### src/rtl/execute_if.sv
// Decoded micro-op bus into the execute stage plus its branch/flush outputs.
interface execute_if;
  logic        num_to_rhs;
  logic [31:0] num;
  logic [3:0]  sel_p0;
  logic [3:0]  sel_p1;
  logic [3:0]  sel_in;
  logic [4:0]  uop;
  logic [3:0]  branch_cond;
  logic        global_disable;
  logic [31:0] delta_instruction;

  modport master (
    output num_to_rhs, num, sel_p0, sel_p1, sel_in, uop, branch_cond,
    input  global_disable, delta_instruction
  );

  modport slave (
    input  num_to_rhs, num, sel_p0, sel_p1, sel_in, uop, branch_cond,
    output global_disable, delta_instruction
  );
endinterface

### src/rtl/execute.sv
// Execute stage: register file, NZCV flags, data memory, branch evaluation and flush.
// Optional macro EXECUTE_ASR_EN enables uop 13 as arithmetic shift right.
module execute #(
  parameter int unsigned MEM_WORDS    = 64,
  parameter int unsigned BRANCH_FLUSH = 2
) (
  input  logic     clk,
  input  logic     rst_n,
  execute_if.slave bus
);

  localparam int unsigned XLEN  = 32;
  localparam int unsigned SHW   = $clog2(XLEN);
  localparam int unsigned NREGS = 16;
  localparam int unsigned AW    = (MEM_WORDS > 1) ? $clog2(MEM_WORDS) : 1;
  localparam int unsigned CW    = $clog2(BRANCH_FLUSH + 1);

  localparam logic [4:0] UOP_ADD = 5'd1;
  localparam logic [4:0] UOP_SUB = 5'd2;
  localparam logic [4:0] UOP_AND = 5'd3;
  localparam logic [4:0] UOP_EOR = 5'd4;
  localparam logic [4:0] UOP_CMP = 5'd5;
  localparam logic [4:0] UOP_LSL = 5'd6;
  localparam logic [4:0] UOP_LSR = 5'd7;
  localparam logic [4:0] UOP_MOV = 5'd8;
  localparam logic [4:0] UOP_STR = 5'd9;
  localparam logic [4:0] UOP_LDR = 5'd10;
  localparam logic [4:0] UOP_ORR = 5'd11;
`ifdef EXECUTE_ASR_EN
  localparam logic [4:0] UOP_ASR = 5'd13;
`endif

  // Flag vector layout {N, Z, C, V}
  localparam int unsigned FN = 3;
  localparam int unsigned FZ = 2;
  localparam int unsigned FC = 1;
  localparam int unsigned FV = 0;

  logic [XLEN-1:0] regs_q [NREGS];
  logic [XLEN-1:0] mem_q  [MEM_WORDS];
  logic [3:0]      flags_q, flags_d;
  logic [CW-1:0]   cnt_q, cnt_d;
  logic            gd_q, gd_d;
  logic [XLEN-1:0] delta_q, delta_d;

  logic [XLEN-1:0] p0, p1, rhs, shamt, diff, addr_sum, mem_rdata;
  logic [XLEN-1:0] shl, shr, wr_data;
  logic [AW-1:0]   mem_addr;
  logic            rf_we, flag_we, mem_we, cond_true, taken;
`ifdef EXECUTE_ASR_EN
  logic [XLEN-1:0] sra;
`endif

  // Operand fetch, shifter and memory address
  always_comb begin
    p0        = regs_q[bus.sel_p0];
    p1        = regs_q[bus.sel_p1];
    rhs       = bus.num_to_rhs ? bus.num : p1;
    shamt     = bus.num_to_rhs ? bus.num : p0;
    diff      = p0 - rhs;
    shl       = (shamt > XLEN'(XLEN - 1)) ? '0 : (p1 << shamt[SHW-1:0]);
    shr       = (shamt > XLEN'(XLEN - 1)) ? '0 : (p1 >> shamt[SHW-1:0]);
`ifdef EXECUTE_ASR_EN
    sra       = (shamt > XLEN'(XLEN - 1)) ? {XLEN{p1[XLEN-1]}}
                                          : XLEN'($signed(p1) >>> shamt[SHW-1:0]);
`endif
    addr_sum  = p1 + (bus.num_to_rhs ? bus.num : '0);
    mem_addr  = AW'(addr_sum % XLEN'(MEM_WORDS));
    mem_rdata = mem_q[mem_addr];
  end

  // Micro-op decode; every write is squashed while a flush is in progress
  always_comb begin
    rf_we   = 1'b0;
    flag_we = 1'b0;
    mem_we  = 1'b0;
    wr_data = '0;
    flags_d = flags_q;
    case (bus.uop)
      UOP_ADD: begin rf_we = 1'b1; wr_data = p0 + rhs; end
      UOP_SUB: begin rf_we = 1'b1; wr_data = diff; end
      UOP_AND: begin rf_we = 1'b1; wr_data = p0 & rhs; end
      UOP_EOR: begin rf_we = 1'b1; wr_data = p0 ^ rhs; end
      UOP_ORR: begin rf_we = 1'b1; wr_data = p0 | rhs; end
      UOP_LSL: begin rf_we = 1'b1; wr_data = shl; end
      UOP_LSR: begin rf_we = 1'b1; wr_data = shr; end
`ifdef EXECUTE_ASR_EN
      UOP_ASR: begin rf_we = 1'b1; wr_data = sra; end
`endif
      UOP_MOV: begin rf_we = 1'b1; wr_data = bus.num_to_rhs ? bus.num : p0; end
      UOP_LDR: begin rf_we = 1'b1; wr_data = mem_rdata; end
      UOP_STR: mem_we = 1'b1;
      UOP_CMP: begin
        flag_we     = 1'b1;
        flags_d[FN] = diff[XLEN-1];
        flags_d[FZ] = (diff == '0);
        flags_d[FC] = (p0 >= rhs);
        flags_d[FV] = (p0[XLEN-1] ^ rhs[XLEN-1]) & (diff[XLEN-1] ^ p0[XLEN-1]);
      end
      default: ;
    endcase
    if (gd_q) begin
      rf_we   = 1'b0;
      flag_we = 1'b0;
      mem_we  = 1'b0;
    end
    if (!flag_we) flags_d = flags_q;
  end

  // ARM condition codes on the current flags
  always_comb begin
    cond_true = 1'b0;
    case (bus.branch_cond)
      4'd0:  cond_true = flags_q[FZ];
      4'd1:  cond_true = !flags_q[FZ];
      4'd2:  cond_true = flags_q[FC];
      4'd3:  cond_true = !flags_q[FC];
      4'd4:  cond_true = flags_q[FN];
      4'd5:  cond_true = !flags_q[FN];
      4'd6:  cond_true = flags_q[FV];
      4'd7:  cond_true = !flags_q[FV];
      4'd8:  cond_true = flags_q[FC] && !flags_q[FZ];
      4'd9:  cond_true = !flags_q[FC] || flags_q[FZ];
      4'd10: cond_true = (flags_q[FN] == flags_q[FV]);
      4'd11: cond_true = (flags_q[FN] != flags_q[FV]);
      4'd12: cond_true = !flags_q[FZ] && (flags_q[FN] == flags_q[FV]);
      4'd13: cond_true = flags_q[FZ] || (flags_q[FN] != flags_q[FV]);
      4'd14: cond_true = 1'b1;
      default: cond_true = 1'b0;
    endcase
    taken = cond_true && !gd_q;
  end

  // Flush counter and PC-delta next state
  always_comb begin
    cnt_d   = cnt_q;
    delta_d = '0;
    if (taken) begin
      cnt_d   = CW'(BRANCH_FLUSH);
      delta_d = bus.num;
    end else if (cnt_q != '0) begin
      cnt_d = cnt_q - CW'(1);
    end
    gd_d = (cnt_d != '0);
  end

  always_ff @(posedge clk or negedge rst_n) begin
    if (!rst_n) begin
      for (int i = 0; i < int'(NREGS); i++) regs_q[i] <= '0;
      flags_q <= '0;
      cnt_q   <= '0;
      gd_q    <= 1'b0;
      delta_q <= '0;
    end else begin
      if (rf_we) regs_q[bus.sel_in] <= wr_data;
      flags_q <= flags_d;
      cnt_q   <= cnt_d;
      gd_q    <= gd_d;
      delta_q <= delta_d;
    end
  end

  // Data memory has no reset
  always_ff @(posedge clk) begin
    if (mem_we) mem_q[mem_addr] <= p0;
  end

  assign bus.global_disable    = gd_q;
  assign bus.delta_instruction = delta_q;

endmodule

### src/flat_wrapper.sv
// flat-port wrapper written by rule: the top's interface ports become plain ports
module execute_flat 
#(
  parameter int unsigned MEM_WORDS    = 64,
  parameter int unsigned BRANCH_FLUSH = 2
)
  (clk, rst_n, bus_num_to_rhs, bus_num, bus_sel_p0, bus_sel_p1, bus_sel_in, bus_uop, bus_branch_cond, bus_global_disable, bus_delta_instruction);
  execute_if bus_i ();
  input  logic clk;
  input  logic rst_n;
  input wire logic [$bits(bus_i.num_to_rhs)-1:0] bus_num_to_rhs;
  input wire logic [$bits(bus_i.num)-1:0] bus_num;
  input wire logic [$bits(bus_i.sel_p0)-1:0] bus_sel_p0;
  input wire logic [$bits(bus_i.sel_p1)-1:0] bus_sel_p1;
  input wire logic [$bits(bus_i.sel_in)-1:0] bus_sel_in;
  input wire logic [$bits(bus_i.uop)-1:0] bus_uop;
  input wire logic [$bits(bus_i.branch_cond)-1:0] bus_branch_cond;
  output wire logic [$bits(bus_i.global_disable)-1:0] bus_global_disable;
  output wire logic [$bits(bus_i.delta_instruction)-1:0] bus_delta_instruction;
  assign bus_i.num_to_rhs = bus_num_to_rhs;
  assign bus_i.num = bus_num;
  assign bus_i.sel_p0 = bus_sel_p0;
  assign bus_i.sel_p1 = bus_sel_p1;
  assign bus_i.sel_in = bus_sel_in;
  assign bus_i.uop = bus_uop;
  assign bus_i.branch_cond = bus_branch_cond;
  assign bus_global_disable = bus_i.global_disable;
  assign bus_delta_instruction = bus_i.delta_instruction;
  execute #(.MEM_WORDS(MEM_WORDS), .BRANCH_FLUSH(BRANCH_FLUSH)) u_core (.clk(clk), .rst_n(rst_n), .bus(bus_i));
endmodule
### config.mk
export PLATFORM = sky130hd
export DESIGN_NAME = execute_flat
export DESIGN_NICKNAME = d
export VERILOG_FILES = /design/src/rtl/execute_if.sv /design/src/rtl/execute.sv /design/src/flat_wrapper.sv
export SDC_FILE = /design/constraint.sdc
export NUM_CORES = 2
export LEC_CHECK = 0
export ABC_AREA = 0
export CAP_MARGIN = 30
export CORE_MARGIN = 2
export CORE_UTILIZATION = 45
export DETAILED_ROUTE_END_ITERATION = 10
export SETUP_SLACK_MARGIN = 0.4
export SYNTH_ARGS = -nofsm -noshare
export SYNTH_HDL_FRONTEND = slang
export SYNTH_SLANG_ARGS = --single-unit
### constraint.sdc
create_clock -name clk -period 7.3 [get_ports clk]
set_input_delay 0.73 -clock clk [delete_from_list [all_inputs] [get_ports clk]]
set_output_delay 0.73 -clock clk [all_outputs]
set_load 0.05 [all_outputs]
==> impl_metrics.yaml <==
run_status:
  status: "finished clean"
drt:
  wl_per_cell_um: 35.26
  post-route-drc-count: 0
  vias: 73210
  ant_nets: 0
  viasPerCell: 6.444
  drt_first_pass_iters: 8
  wirelength_mm: 400.5
  drt_iter0_drc: 10160
sta:
  tightest_slew_ps: 1116
  hold_slack_ps: 441.0
  fmax_mhz: 150.0
  setup_viol: 0
  maxSlewHeadroom_pct: 25.59
  clock_skew_ps: 74.80
  rsz0062_at_grt: "no"
  finalHoldViolations: 0
  fin_crit_ps: 6666
  finalMaxSlewViolations: 0
  fin_crit_sh_pct: 91.31
critical_path:
  cp.arrival_ps: 7370
  crit_required_ps: 8010
  crit_type: "in2reg"
  critPathMaxFanout: 39
  cp-end-kind: "flip-flop"
  start_kind: "input port"
floorplan:
  start_util_pct: 45.11
  ios: 89
  fp.dieArea_um2: 263700
  fp.dieH_um: 513.5
  core_area_um2: 259000
  die_w_um: 513.5
  placementRows: 187
cts:
  clock-root-buffer: "clkbuf_16"
  clk_path_buf_depth: 4
  cts_tree: "done"
  cts.sinks: 2599
  cts_resized: 0
  h-tree-depth: 5
  insertion_delay_ps: 890
  cts.reportedPaths.clkPinSlew_ps: 60
  numCtsBuffers: 282
placed_design:
  dp_cells: 10860
  portBuffers: 88
  dp_hpwl_mm: 264.3
  gp_congestion: 1.008
synthesis:
  yosysTopAreaCellShare_pct: 52.64
  syn_avg_cell_area_um2: 16.16
  ys_seq_area_share_pct: 64.44
  ys.flop_type: "edfxtp_1"
  syn_inst: 7228
  yosysTopAreaCell: "edfxtp_1"
  ys_types: 99
  synth_warnings: 0
  syn-num-nets: 7383
  ys_seq_elements: 2599
  synth_edf_count: 2048
  synth.cell_area_um2: 116800
  postSynth.asyncResetShare_pct: 21.20
  synth_area_leaders: "edfxtp_1, mux4_2, dfrtp_1"
global_routing:
  grt_pass1_wl_mm: 562.2
  grt_usage_pct: 30.16
  grt_max_degree: 180
  grt_pass1_vias: 71190
  antenna_found_initial: 22
  grt.overflow.total: 0
finish:
  fillers: 20960
  multi_input_area_um2: 39570
  regArea_um2: 75290
  syn2layout_area_growth_pct: 16.17
  instances_no_fill: 11360
  nets: 7899
  drive_above_1_share_pct: 28.11
power_and_ir_drop:
  internal_power_mw: 30.77
  switching_power_mw: 14.97
  combPwrFrac_pct: 30.4
  p_clk_share_pct: 30.0
  netSwitchingFraction_pct: 32.73
  seqPwrFrac_pct: 39.6
  ir_drop_mv: 0.2536
  powerDensity_nw_per_um2: 337.1
  static-leakage-power_nw: 48.74
flow_run:
  drv_cap: 0
hold_path:
  hp-class: "reg2reg"
==> flip-flops by register name, summed over array words and instances, names as in the netlist <==
name                          cells
u_core.bus.delta_instruction     32
u_core.mem_q                   2048
u_core.flags_q                    4
u_core.regs_q                   512
u_core.bus.global_disable         1
u_core.cnt_q                      2
==> layout by cell type (no fill, tap or decap), types with 65 or more instances in the layout <==
cell and count:
edfxtp_1 2048, mux4_2 787, dfrtp_1 551, buf_4 504
nand2_1 467, a21oi_1 361, nor2_1 335, o21ai_0 303
mux2i_1 299, clkbuf_16 289, mux2_2 233, nand3_1 132
buf_12 130, inv_1 95, ha_1 95, clkdlybuf4s50_1 78
a22oi_1 72, nor2_4 70, and2_1 67, clkbuf_1 65
==> logic make-up after synthesis <==
family | count (synthesis) | synth area share [%]
simple gates | 1329 | 5.130
xor+xnor | 60 | 0.4744
compound gates | 1198 | 6.455
flops | 2599 | 64.44
buf+inv | 619 | 2.385
fa+ha+maj | 99 | 1.080
mux | 1324 | 20.03
==> metal layers <==
metal	GRT usage [%]	wire length, um	vias up	share of wire, %
met4	14.48	22700	10	5.7
met3	4.802	34430	795	8.6
met2	46.78	185500	4044	46
met5	0	69	-	0.017
met1	41.83	157800	38560	39
li1	-	-	29810	-
==> power by group through the flow <==
| stage | sequential [mW] | combinational (mW) | clock (mW) |
|---|---|---|---|
| finish | 18.1 | 13.9 | 13.7 |
| detailed placement | 18.4 | 13.8 | 0 |
| floorplan | 18.3 | 7.65 | 0 |
| global route | 18.2 | 14.5 | 14.5 |
| CTS | 18.1 | 13.8 | 14.0 |
| global placement | 18.4 | 13.7 | 0 |
==> final timing paths <==
| kind | endpoint | startpoint | slack (ps) | cells past startpoint |
|---|---|---|---|---|
| worst max-delay path | u_core.regs_q[154]$_DFFE_PN0P_ | bus_sel_p1[0] | 630 | 17 |
| worst min-delay path | u_core.cnt_q[0]$_DFF_PN0_ | u_core.cnt_q[0]$_DFF_PN0_ | 440 | 1 |
| worst max register to register | u_core.regs_q[154]$_DFFE_PN0P_ | u_core.regs_q[258]$_DFFE_PN0P_ | 770 | 16 |
| worst min register to register | u_core.cnt_q[0]$_DFF_PN0_ | u_core.cnt_q[0]$_DFF_PN0_ | 440 | 1 |
| max in group asynchronous | u_core.regs_q[179]$_DFFE_PN0P_ | rst_n | 5360 | 3 |
| min in group asynchronous | u_core.regs_q[137]$_DFFE_PN0P_ | rst_n | 450 | 2 |
==> worst max-delay path, cell delays in order <==
cell	delay (ps)
clkbuf_8	360
mux4_2	610
mux4_2	600
ha_1	470
xnor2_2	650
buf_12	270
mux4_2	500
nor2b_1	140
a2111oi_0	870
buf_4	280
a41oi_1	90
a31oi_1	190
buf_4	150
o21ai_0	300
a211o_1	500
buf_12	190
mux2_2	270
==> through the flow <==
step,setup slack (ps),setup TNS (ps),util [%],instance area (um^2),power (mW)
2_1_floorplan,-127.9,-64100,-,116800,25.98
3_3_place_gp,-51.76,-815.8,48.93,126700,32.01
3_5_place_dp,-31.43,-420.2,49.01,126900,32.19
4_1_cts,810.1,0,52.38,135700,45.89
5_1_grt,582.2,0,52.40,135700,47.27
6_report,634.1,0,52.40,135700,45.75
==> what timing repair did <==
action                    4_1_cts  5_1_grt
hold buffers                    1        0
hold endpoints to repair       72        0
buffers inserted                0        0
==> synth_stat cells, drive strengths merged, types with 60 or more instances <==
| cell | instances |
|---|---|
| ha | 96 |
| dfrtp | 551 |
| nand2 | 469 |
| o21ai | 322 |
| edfxtp | 2048 |
| a21oi | 366 |
| mux2i | 304 |
| buf | 265 |
| nor2 | 418 |
| a22oi | 72 |
| nand4 | 60 |
| clkbuf | 232 |
| mux2 | 233 |
| nand3 | 137 |
| and2 | 69 |
| inv | 119 |
| mux4 | 787 |
==> area by class of cell <==
| class | count | share of cell area (%) |
|---|---|---|
| diodes | 7 | 0.01291 |
| inverters | 122 | 0.3374 |
| clock buffers | 366 | 5.630 |
| multi-input cells | 4010 | 29.15 |
| clock inverters | 126 | 0.8048 |
| flip-flops and latches | 2599 | 55.47 |
| well taps | 3402 | 3.136 |
| repair buffers | 729 | 5.453 |
No activity file was read; power rests on OpenSTA's default activity.
